$ cat config.mk
export PLATFORM = sky130hd
export DESIGN_NAME = uart_tx_fifo_flat
export DESIGN_NICKNAME = d
export VERILOG_FILES = /design/src/rtl/uart_tx_fifo_if.sv /design/src/rtl/uart_tx_fifo.sv /design/src/flat_wrapper.sv
export SDC_FILE = /design/constraint.sdc
export NUM_CORES = 1
export LEC_CHECK = 0
export CAP_MARGIN = 0
export CORE_AREA = 2 2 105 107
export CTS_CLUSTER_DIAMETER = 150
export DETAILED_ROUTE_END_ITERATION = 16
export DIE_AREA = 0 0 107 109
export PLACE_DENSITY = 0.64
export SETUP_SLACK_MARGIN = 0.5
export SYNTH_ARGS = -nofsm -noshare
export SYNTH_HDL_FRONTEND = slang
export SYNTH_SLANG_ARGS = --single-unit
$ cat constraint.sdc
create_clock -name clk -period 3.1 [get_ports clk]
set_input_delay 0.62 -clock clk [delete_from_list [all_inputs] [get_ports clk]]
set_output_delay 0.62 -clock clk [all_outputs]
set_load 0.02 [all_outputs]
$ cat src/rtl/uart_tx_fifo_if.sv
// Producer-side port bundle for uart_tx_fifo: one word with a valid/ready
// handshake, plus the number of words currently queued.
interface uart_tx_fifo_if #(
    parameter int unsigned DATA_BITS  = 8,
    parameter int unsigned FIFO_DEPTH = 8
);
    logic [DATA_BITS-1:0]        data_in;
    logic                        data_valid;
    logic                        data_ready;
    logic [$clog2(FIFO_DEPTH):0] fifo_count;

    modport master (
        output data_in,
        output data_valid,
        input  data_ready,
        input  fifo_count
    );

    modport slave (
        input  data_in,
        input  data_valid,
        output data_ready,
        output fifo_count
    );
endinterface

$ cat src/rtl/uart_tx_fifo.sv
// UART transmitter with an input FIFO. Frame format (data bits, parity, stop
// bits) is fixed by parameters; queued words go out back-to-back.
// tx and busy are registered from the FSM state, so both lag the state by one
// cycle and change only on bit boundaries.
module uart_tx_fifo #(
    parameter int unsigned CLK_FREQ   = 50000000,
    parameter int unsigned BAUD_RATE  = 9600,
    parameter int unsigned DATA_BITS  = 8,
    parameter int unsigned PARITY     = 0,
    parameter int unsigned STOP_BITS  = 1,
    parameter int unsigned FIFO_DEPTH = 8
) (
    input  logic          clk,
    input  logic          reset,
    uart_tx_fifo_if.slave host,
    output logic          tx,
    output logic          busy
);
    localparam int unsigned BIT_PERIOD = CLK_FREQ / BAUD_RATE;
    localparam int unsigned CNT_W      = $clog2(BIT_PERIOD);
    localparam int unsigned PTR_W      = $clog2(FIFO_DEPTH);
    localparam int unsigned OCC_W      = PTR_W + 1;

    localparam logic [CNT_W-1:0] BAUD_LAST  = CNT_W'(BIT_PERIOD - 1);
    localparam logic [3:0]       DATA_LAST  = 4'(DATA_BITS - 1);
    localparam logic [3:0]       STOP_LAST  = 4'(STOP_BITS - 1);
    localparam logic [OCC_W-1:0] FULL_COUNT = OCC_W'(FIFO_DEPTH);
    localparam logic             PAR_EN     = (PARITY != 0);
    localparam logic             PAR_ODD    = (PARITY == 2);

    typedef enum logic [2:0] {
        StIdle,
        StStart,
        StData,
        StParity,
        StStop
    } state_e;

    state_e               state_q, state_d;
    logic [CNT_W-1:0]     baud_q, baud_d;
    logic [3:0]           bit_q, bit_d;
    logic [DATA_BITS-1:0] shift_q, shift_d;
    logic                 parity_q, parity_d;
    logic                 tx_q, tx_d;
    logic                 busy_q, busy_d;

    logic [DATA_BITS-1:0] mem [FIFO_DEPTH];
    logic [PTR_W-1:0]     wr_ptr_q, rd_ptr_q;
    logic [OCC_W-1:0]     count_q, count_d;

    logic                 push;
    logic                 pop;
    logic                 not_full;
    logic                 not_empty;
    logic                 bit_done;
    logic [DATA_BITS-1:0] head;

    assign not_full  = (count_q != FULL_COUNT);
    assign not_empty = (count_q != '0);
    assign push      = host.data_valid && not_full;
    assign head      = mem[rd_ptr_q];
    assign bit_done  = (baud_q == BAUD_LAST);

    // A pop frees a slot only from the next cycle on, so push and pop never
    // both apply to a full FIFO; the count just nets the two.
    assign count_d = count_q + OCC_W'(push) - OCC_W'(pop);

    assign host.data_ready = not_full;
    assign host.fifo_count = count_q;
    assign tx              = tx_q;
    assign busy            = busy_q;

    // Next-state logic: frame sequencing, baud/bit counting and FIFO pops.
    always_comb begin
        state_d  = state_q;
        baud_d   = bit_done ? '0 : baud_q + CNT_W'(1);
        bit_d    = bit_q;
        shift_d  = shift_q;
        parity_d = parity_q;
        pop      = 1'b0;

        unique case (state_q)
            StIdle: begin
                baud_d = '0;
                if (not_empty) begin
                    pop     = 1'b1;
                    state_d = StStart;
                end
            end
            StStart: begin
                if (bit_done) begin
                    bit_d   = '0;
                    state_d = StData;
                end
            end
            StData: begin
                if (bit_done) begin
                    shift_d = shift_q >> 1;
                    if (bit_q == DATA_LAST) begin
                        bit_d   = '0;
                        state_d = PAR_EN ? StParity : StStop;
                    end else begin
                        bit_d = bit_q + 4'd1;
                    end
                end
            end
            StParity: begin
                if (bit_done) begin
                    bit_d   = '0;
                    state_d = StStop;
                end
            end
            StStop: begin
                if (bit_done) begin
                    if (bit_q == STOP_LAST) begin
                        bit_d = '0;
                        // Chain straight into the next frame when work is queued.
                        if (not_empty) begin
                            pop     = 1'b1;
                            state_d = StStart;
                        end else begin
                            state_d = StIdle;
                        end
                    end else begin
                        bit_d = bit_q + 4'd1;
                    end
                end
            end
            default: begin
                state_d = StIdle;
            end
        endcase

        // Parity is taken from the whole word at pop time, before any shifting.
        if (pop) begin
            shift_d  = head;
            parity_d = (^head) ^ PAR_ODD;
        end
    end

    // Line level and busy flag derived from the current state.
    always_comb begin
        tx_d   = 1'b1;
        busy_d = (state_q != StIdle);
        case (state_q)
            StStart:  tx_d = 1'b0;
            StData:   tx_d = shift_q[0];
            StParity: tx_d = parity_q;
            default:  tx_d = 1'b1;
        endcase
    end

    // State, counters, FIFO pointers and registered outputs.
    always_ff @(posedge clk) begin
        if (reset) begin
            state_q  <= StIdle;
            baud_q   <= '0;
            bit_q    <= '0;
            shift_q  <= '0;
            parity_q <= 1'b0;
            tx_q     <= 1'b1;
            busy_q   <= 1'b0;
            wr_ptr_q <= '0;
            rd_ptr_q <= '0;
            count_q  <= '0;
        end else begin
            state_q  <= state_d;
            baud_q   <= baud_d;
            bit_q    <= bit_d;
            shift_q  <= shift_d;
            parity_q <= parity_d;
            tx_q     <= tx_d;
            busy_q   <= busy_d;
            count_q  <= count_d;
            if (push) begin
                wr_ptr_q <= wr_ptr_q + PTR_W'(1);
            end
            if (pop) begin
                rd_ptr_q <= rd_ptr_q + PTR_W'(1);
            end
        end
    end

    // FIFO storage; contents need no reset since the pointers define validity.
    always_ff @(posedge clk) begin
        if (!reset && push) begin
            mem[wr_ptr_q] <= host.data_in;
        end
    end
endmodule
$ cat src/flat_wrapper.sv
// flat-port wrapper written by rule: the top's interface ports become plain ports
module uart_tx_fifo_flat 
#(
    parameter int unsigned CLK_FREQ   = 50000000,
    parameter int unsigned BAUD_RATE  = 9600,
    parameter int unsigned DATA_BITS  = 8,
    parameter int unsigned PARITY     = 0,
    parameter int unsigned STOP_BITS  = 1,
    parameter int unsigned FIFO_DEPTH = 8
)
  (clk, reset, tx, busy, host_data_in, host_data_valid, host_data_ready, host_fifo_count);
  uart_tx_fifo_if #(.DATA_BITS(DATA_BITS), .FIFO_DEPTH(FIFO_DEPTH)) host_i ();
  input  logic clk;
  input  logic reset;
  output logic tx;
  output logic busy;
  input wire logic [$bits(host_i.data_in)-1:0] host_data_in;
  input wire logic [$bits(host_i.data_valid)-1:0] host_data_valid;
  output wire logic [$bits(host_i.data_ready)-1:0] host_data_ready;
  output wire logic [$bits(host_i.fifo_count)-1:0] host_fifo_count;
  assign host_i.data_in = host_data_in;
  assign host_i.data_valid = host_data_valid;
  assign host_data_ready = host_i.data_ready;
  assign host_fifo_count = host_i.fifo_count;
  uart_tx_fifo #(.CLK_FREQ(CLK_FREQ), .BAUD_RATE(BAUD_RATE), .DATA_BITS(DATA_BITS), .PARITY(PARITY), .STOP_BITS(STOP_BITS), .FIFO_DEPTH(FIFO_DEPTH)) u_core (.clk(clk), .reset(reset), .host(host_i), .tx(tx), .busy(busy));
endmodule
==> metrics.txt, run 1 <==
CP cell instances buf_4 -> mux4_1 -> mux2_2 -> xnor2_1 -> xnor2_1 -> xnor3_1 -> a211oi_2; total global routing overflow 0; CTS Buf Count 9; max_slew headroom 59.5%; number of global-route vias before repair 2580; leakage 1.73 nW; DP HPWL 5.23 mm; Crit path largest cell delay 0.59 ns; Die H 109 um; Hold/Removal Path Class reg -> reg; crit-path max FO 16; MaxCap Viol Count 0; largest net degree at the start of global routing 36; internal power 0.00255 W; Area Overhead vs Synth 11.3%; Worst VDD drop 0.373 mV; Final Net Count 392; Post-CTS Repair Setup Buffers 0; post-synthesis sequential area ratio 61.0%; status finished clean; combinational fraction of design power 31.6%; pwr/cell area 721 mW/mm^2; synthesized area per cell 13.3 um^2; post-route ant nets 0; Final Hold Fails 0; fillcell total 922; clk buf depth 2; clock skew 0.00765 ns; CP Buf/Inv Count 1; layout cells sized above 1 13.3%; number of detailed-route iterations in the first pass 4; GR Util All Layers 15.3%; Setup CP Type reg -> reg; actual slew at the worst max-slew pin 0.604 ns; Clock Latency Late Sink 0.36 ns; Multi-input gate area 0.00168 mm^2; Starting DRT DRC Count 178; Fmax 413 MHz; sequential share of power 48.1%; core area 0.0106 mm^2; critical path's top delay family multiplexers; Synth cell types 52; prevailing post-synth register cell edfxtp_1; max-slew violations 0; Synth async-reset ratio 0%; first-pass GRT wire length 13.4 mm; Chip Width 107 um; PortBufs 17; Synth Cell Area 0.00460 mm^2; Cells after Synth 345; endpoints failing setup 0; Setup crit start kind flip-flop; most frequent cells in the layout edfxtp_1, dfxtp_1, nor2_1; initial antenna violation count 0; synthesis-stage register bit count 108; root buf cell clkbuf_8; final wirelength 8.13 mm; Fin Setup TNS 0 ns; Initial Util 43.4%; CP Data Arrival Time 2.71 ns; num ports 18; Crit-path slowest cell mux4_1; clk sinks 108; commonest non-fill, non-tap cell in the layout edfxtp_1; number of diodes 0; Syn. warnings 0; Tmin final 2.42 ns; via count 2676; Switch Pwr 0.00114 W; Post-synth EDFFs 64; Synthesized Nets 367; CTS tree done; Die Area 0.0117 mm^2; RSZ-0062 raised after global routing false; H-Tree Depth 3; crit share post-route 78.1%; clock group share of total power 20.3%; Via density 5.20; Reg area 0.00280 mm^2; routability-driven placement congestion ratio 0.796; Post-CTS Hold Buffers 0; num rows 38; CP endpoint kind flip-flop; Wirelength per Cell 15.8 um; clock slew at reported path FFs 0.10 ns; Worst Path Required 3.39 ns; final core utilization 48.3%; sw frac 30.9%; DRC viols 0; crit-path most repeated cell xnor2_1; R2R Setup Slk 0.68 ns
==> sequential cells by signal, summed over array words and instances, names as in the netlist, named ones only <==
| register | cells |
|---|---|
| u_core.state_q | 3 |
| u_core.mem | 64 |
| u_core.baud_q | 13 |
| u_core.shift_q | 8 |
| u_core.rd_ptr_q | 3 |
| u_core.bit_q | 4 |
| u_core.tx | 1 |
| u_core.busy | 1 |
| u_core.parity_q | 1 |
| u_core.wr_ptr_q | 3 |
| u_core.host.fifo_count | 4 |
==> cells by family (layout without fill, tap and decap cells) <==
family                   count (synthesis)  in the layout  share of synthesized area, %
XOR/XNOR                                21             21                          4.46
multiplexers                            26             26                          10.9
buffers and inverters                   25             55                          2.94
flip-flops                             108            108                          61.0
adder cells (fa/ha/maj)                 11             11                          3.16
AND/OR/NAND/NOR                        113            113                          12.2
AO/OA/AOI/OAI                           41             41                          5.31
==> final cells by class <==
| class | instances | area share (%) |
|---|---|---|
| clock buffers | 11 | 2.57 |
| clock inverters | 5 | 0.685 |
| inverters | 10 | 0.733 |
| multi-input cells | 212 | 32.7 |
| flip-flops and latches | 108 | 54.8 |
| well taps | 140 | 3.42 |
| repair buffers | 29 | 5.09 |
==> synthesized netlist by cell type, types with 5 or more instances <==
master	number	area share, %
nand3_1	6	0.65
ha_1	10	2.7
a22oi_1	5	0.82
inv_1	10	0.82
mux2_2	5	1.2
o21ai_0	5	0.54
mux4_2	8	3.9
xnor2_1	8	1.5
edfxtp_1	64	42
clkbuf_1	11	0.90
xor2_1	11	2.1
nor3_1	7	0.76
a21oi_1	21	2.3
dfxtp_1	44	19
nor2_1	43	3.5
or3_1	5	0.68
nand2_1	25	2.0
mux4_1	8	4.6
==> routing by layer <==
metal / up-vias / global-route usage [%] / part of all wire (%)
li1: 1319 / - / -
met1: 1317 / 20.3 / 47
met2: 33 / 25.2 / 49
met3: 7 / 3.77 / 2.9
met4: 0 / 4.17 / 0.96
met5: - / 0 / 0
==> worst paths after layout <==
path | end | cells after the start | startpoint
worst min register to register | u_core.baud_q[0] | 1 | u_core.baud_q[0]
worst max register to register | u_core.parity_q | 7 | flip-flop
worst min-delay path | u_core.baud_q[0] | 1 | u_core.baud_q[0]
worst max-delay path | u_core.parity_q | 7 | flip-flop
==> timing repair <==
| action | 4_1_cts | 5_1_grt |
|---|---|---|
| hold endpoints to repair | 0 | 0 |
| resized for setup | 0 | 1 |
| endpoints found under the setup margin | 0 | 3 |
==> worst reg2reg max path: stages, from the launching register on <==
cell and delay, ns:
dfxtp_1 0.32, buf_4 0.29, mux4_1 0.59, mux2_2 0.30
xnor2_1 0.21, xnor2_1 0.17, xnor3_1 0.27, a211oi_2 0.21
==> through the flow <==
| stage | total power, W | hold WS (ns) | cells | area, um^2 | setup slack (ns) |
|---|---|---|---|---|---|
| finish | 0.00369 | 0.460 | 515 | 5120 | 0.680 |
| global route | 0.00392 | 0.485 | 515 | 5120 | 0.511 |
| CTS | 0.00373 | 0.464 | 515 | 5110 | 0.639 |
| detailed placement | 0.00298 | 0.441 | 499 | 4950 | 0.668 |
| global placement | 0.00294 | 0.429 | 499 | 4950 | 0.709 |
| floorplan | 0.00273 | 0.418 | 345 | 4600 | 0.517 |
==> power groups by stage <==
| stage | Sequential, W | Combinational (W) | Clock, W |
|---|---|---|---|
| after floorplan | 0.00179 | 0.000945 | 0 |
| after global placement | 0.00180 | 0.00114 | 0 |
| after detailed placement | 0.00181 | 0.00117 | 0 |
| after CTS | 0.00178 | 0.00118 | 0.000778 |
| after global routing | 0.00180 | 0.00129 | 0.000830 |
| final | 0.00177 | 0.00116 | 0.000750 |
Power figures use the tool's default switching activity.
==> inputs of run 2 (changes only) <==
clock period = 2.5 ns   (was 3.1 ns; I/O delays follow)
==> run 2 against run 1 <==
Hold slack improved by 0.00077 ns. Setup slack lost 0.44 ns. Utilization grew 2.6 points. Via count rose by 2.1%. Non-clock buffer count rose by 10. Sequential power rose by 26%. Sequential share of layout area is 2.5 points lower. Register-to-register slack worse by 0.44 ns. Power rose by 34%. Critical path type unchanged. First-iteration DRC count down 19%. Final cell count up 1.9%. Count of clock-buffer cells in the layout is 2 lower.
==> metrics.txt, run 2 (synthesis gave the netlist of run 1 again) <==
status finished clean; core area 0.0106 mm^2; M2 GR Usage 26.1%; MaxCap Viol Count 0; routability-driven placement congestion ratio 0.743; worst reg2reg endpoint u_core.parity_q; number of global-route vias before repair 2686; total global routing overflow 0; met3 Usage GRT 2.63%; CP cell instances buf_12 -> mux4_1 -> mux2_2 -> xor2_1 -> xnor3_1 -> a211oi_2; clk buf depth 2; Crit path largest cell delay 0.54 ns; Hold Startpoint u_core.shift_q[0]; hold path cells 2; number of detailed-route iterations in the first pass 4; PortBufs 17; clk sinks 108; Final Hold Fails 0; sequential share of power 45.3%; Worst VDD drop 0.399 mV; fillcell total 893; layout cells sized above 1 24.2%; num ports 18; initial antenna violation count 0; DP HPWL 5.30 mm; number of diodes 0; M1 GR Usage 19.5%; Top Registers u_core.mem: 64 flops, u_core.baud_q: 13 flops, u_core.shift_q: 8 flops; pwr/cell area 913 mW/mm^2; combinational fraction of design power 32.1%; Switch Pwr 0.00151 W; leakage 1.83 nW; clock slew at reported path FFs 0.10 ns; CTS tree done; Die Area 0.0117 mm^2; CP Data Arrival Time 2.54 ns; clock skew 0.0110 ns; GR Util All Layers 15.1%; max reg flops 64; Hold EP u_core.shift_q[0]; reg2reg path depth 6; root buf cell clkbuf_8; Post-CTS Hold Buffers 0; num rows 38; final wirelength 8.25 mm; Wirelength per Cell 15.7 um; internal power 0.00342 W; sw frac 30.7%; Starting DRT DRC Count 144; Setup CP Type reg -> reg; Fmax 442 MHz; endpoints failing setup 0; CP Buf/Inv Count 1; crit-path max FO 8; CP endpoint kind flip-flop; crit share post-route 90.5%; Final Net Count 402; Area Overhead vs Synth 17.3%; Multi-input gate area 0.00177 mm^2; H-Tree Depth 3; clock group share of total power 22.6%; Setup crit start kind flip-flop; Reg area 0.00282 mm^2; R2R Setup Slk 0.24 ns; Die H 109 um; first-pass GRT wire length 13.4 mm; commonest non-fill, non-tap cell in the layout edfxtp_1; Crit-path slowest cell mux4_1; fin worst setup slack 0.238 ns; Fin Setup TNS 0 ns; Initial Util 43.4%; busiest grt layer met2; max-slew violations 0; Biggest register u_core.mem; Via density 5.20; CTS Buf Count 9; pre-CTS setup slack 0.157 ns; post-route ant nets 0; critical path's top delay family multiplexers; max_slew headroom 62.9%; via count 2732; Tmin final 2.26 ns; Clock Latency Late Sink 0.36 ns; Worst Path Required 2.78 ns; actual slew at the worst max-slew pin 0.556 ns; Hold/Removal Path Class reg -> reg; most frequent cells in the layout edfxtp_1, nor2_1, dfxtp_1; Chip Width 107 um; DRC viols 0; RSZ-0062 raised after global routing true; largest net degree at the start of global routing 36
[run 2: how the worst max path moves through the flow]
| stage | startpoint | endpoint | slack, ns | depth (start not counted) |
|---|---|---|---|---|
| 2_1_floorplan | u_core.baud_q[1] | u_core.host.fifo_count[1] | 0.1 | 10 |
| 3_3_place_gp | u_core.bit_q[0] | u_core.host.fifo_count[1] | 0.18 | 10 |
| 3_5_place_dp | u_core.bit_q[0] | u_core.host.fifo_count[1] | 0.16 | 10 |
| 4_1_cts | u_core.bit_q[0] | u_core.host.fifo_count[1] | 0.21 | 10 |
| 5_1_grt | u_core.bit_q[0] | u_core.host.fifo_count[2] | 0.11 | 11 |
| 6_report | flip-flop | u_core.parity_q | 0.24 | 6 |
[run 2: repair_timing]
action | 4_1_cts | 5_1_grt
gates resized for setup | 12 | 6
endpoints found under the hold margin | 0 | 0
pin swaps | 5 | 4
cloned | 1 | 0
setup endpoints to repair | 7 | 30
setup buffers | 7 | 0
[run 2: routing by layer]
| metal | vias to the layer above | routed length (um) |
|---|---|---|
| met4 | 0 | 38 |
| li1 | 1337 | - |
| met2 | 42 | 4260 |
| met3 | 2 | 228 |
| met1 | 1351 | 3720 |
| met5 | - | 0 |
[run 2: final cells by class]
| class | instances | area share [%] |
|---|---|---|
| inverters | 10 | 0.696 |
| clock inverters | 7 | 1.65 |
| multi-input cells | 212 | 32.8 |
| well taps | 140 | 3.25 |
| clock buffers | 9 | 2.30 |
| flip-flops and latches | 108 | 52.3 |
| repair buffers | 39 | 7.03 |
[run 2: through the flow]
stage	instances	hold slack (ns)	area, um^2	util (%)	power [W]
6_report	525	0.461	5390	50.9	0.00493
5_1_grt	525	0.499	5390	50.9	0.00523
4_1_cts	525	0.465	5380	50.7	0.00498
3_5_place_dp	501	0.444	5060	47.7	0.00378
3_3_place_gp	501	0.427	5060	47.7	0.00375
2_1_floorplan	345	0.420	4690	-	0.00349
[run 2: worst register-to-register path, stage by stage (launching register included)]
cell	delay, ns
dfxtp_4	0.41
buf_12	0.15
mux4_1	0.55
mux2_2	0.30
xor2_1	0.16
xnor3_1	0.42
a211oi_2	0.22
[run 2: power groups by stage]
stage	clock (W)	sequential, W	combinational, W
floorplan	0	0.00224	0.00125
global placement	0	0.00226	0.00149
detailed placement	0	0.00226	0.00152
CTS	0.00114	0.00223	0.00160
global route	0.00123	0.00226	0.00175
finish	0.00111	0.00223	0.00158
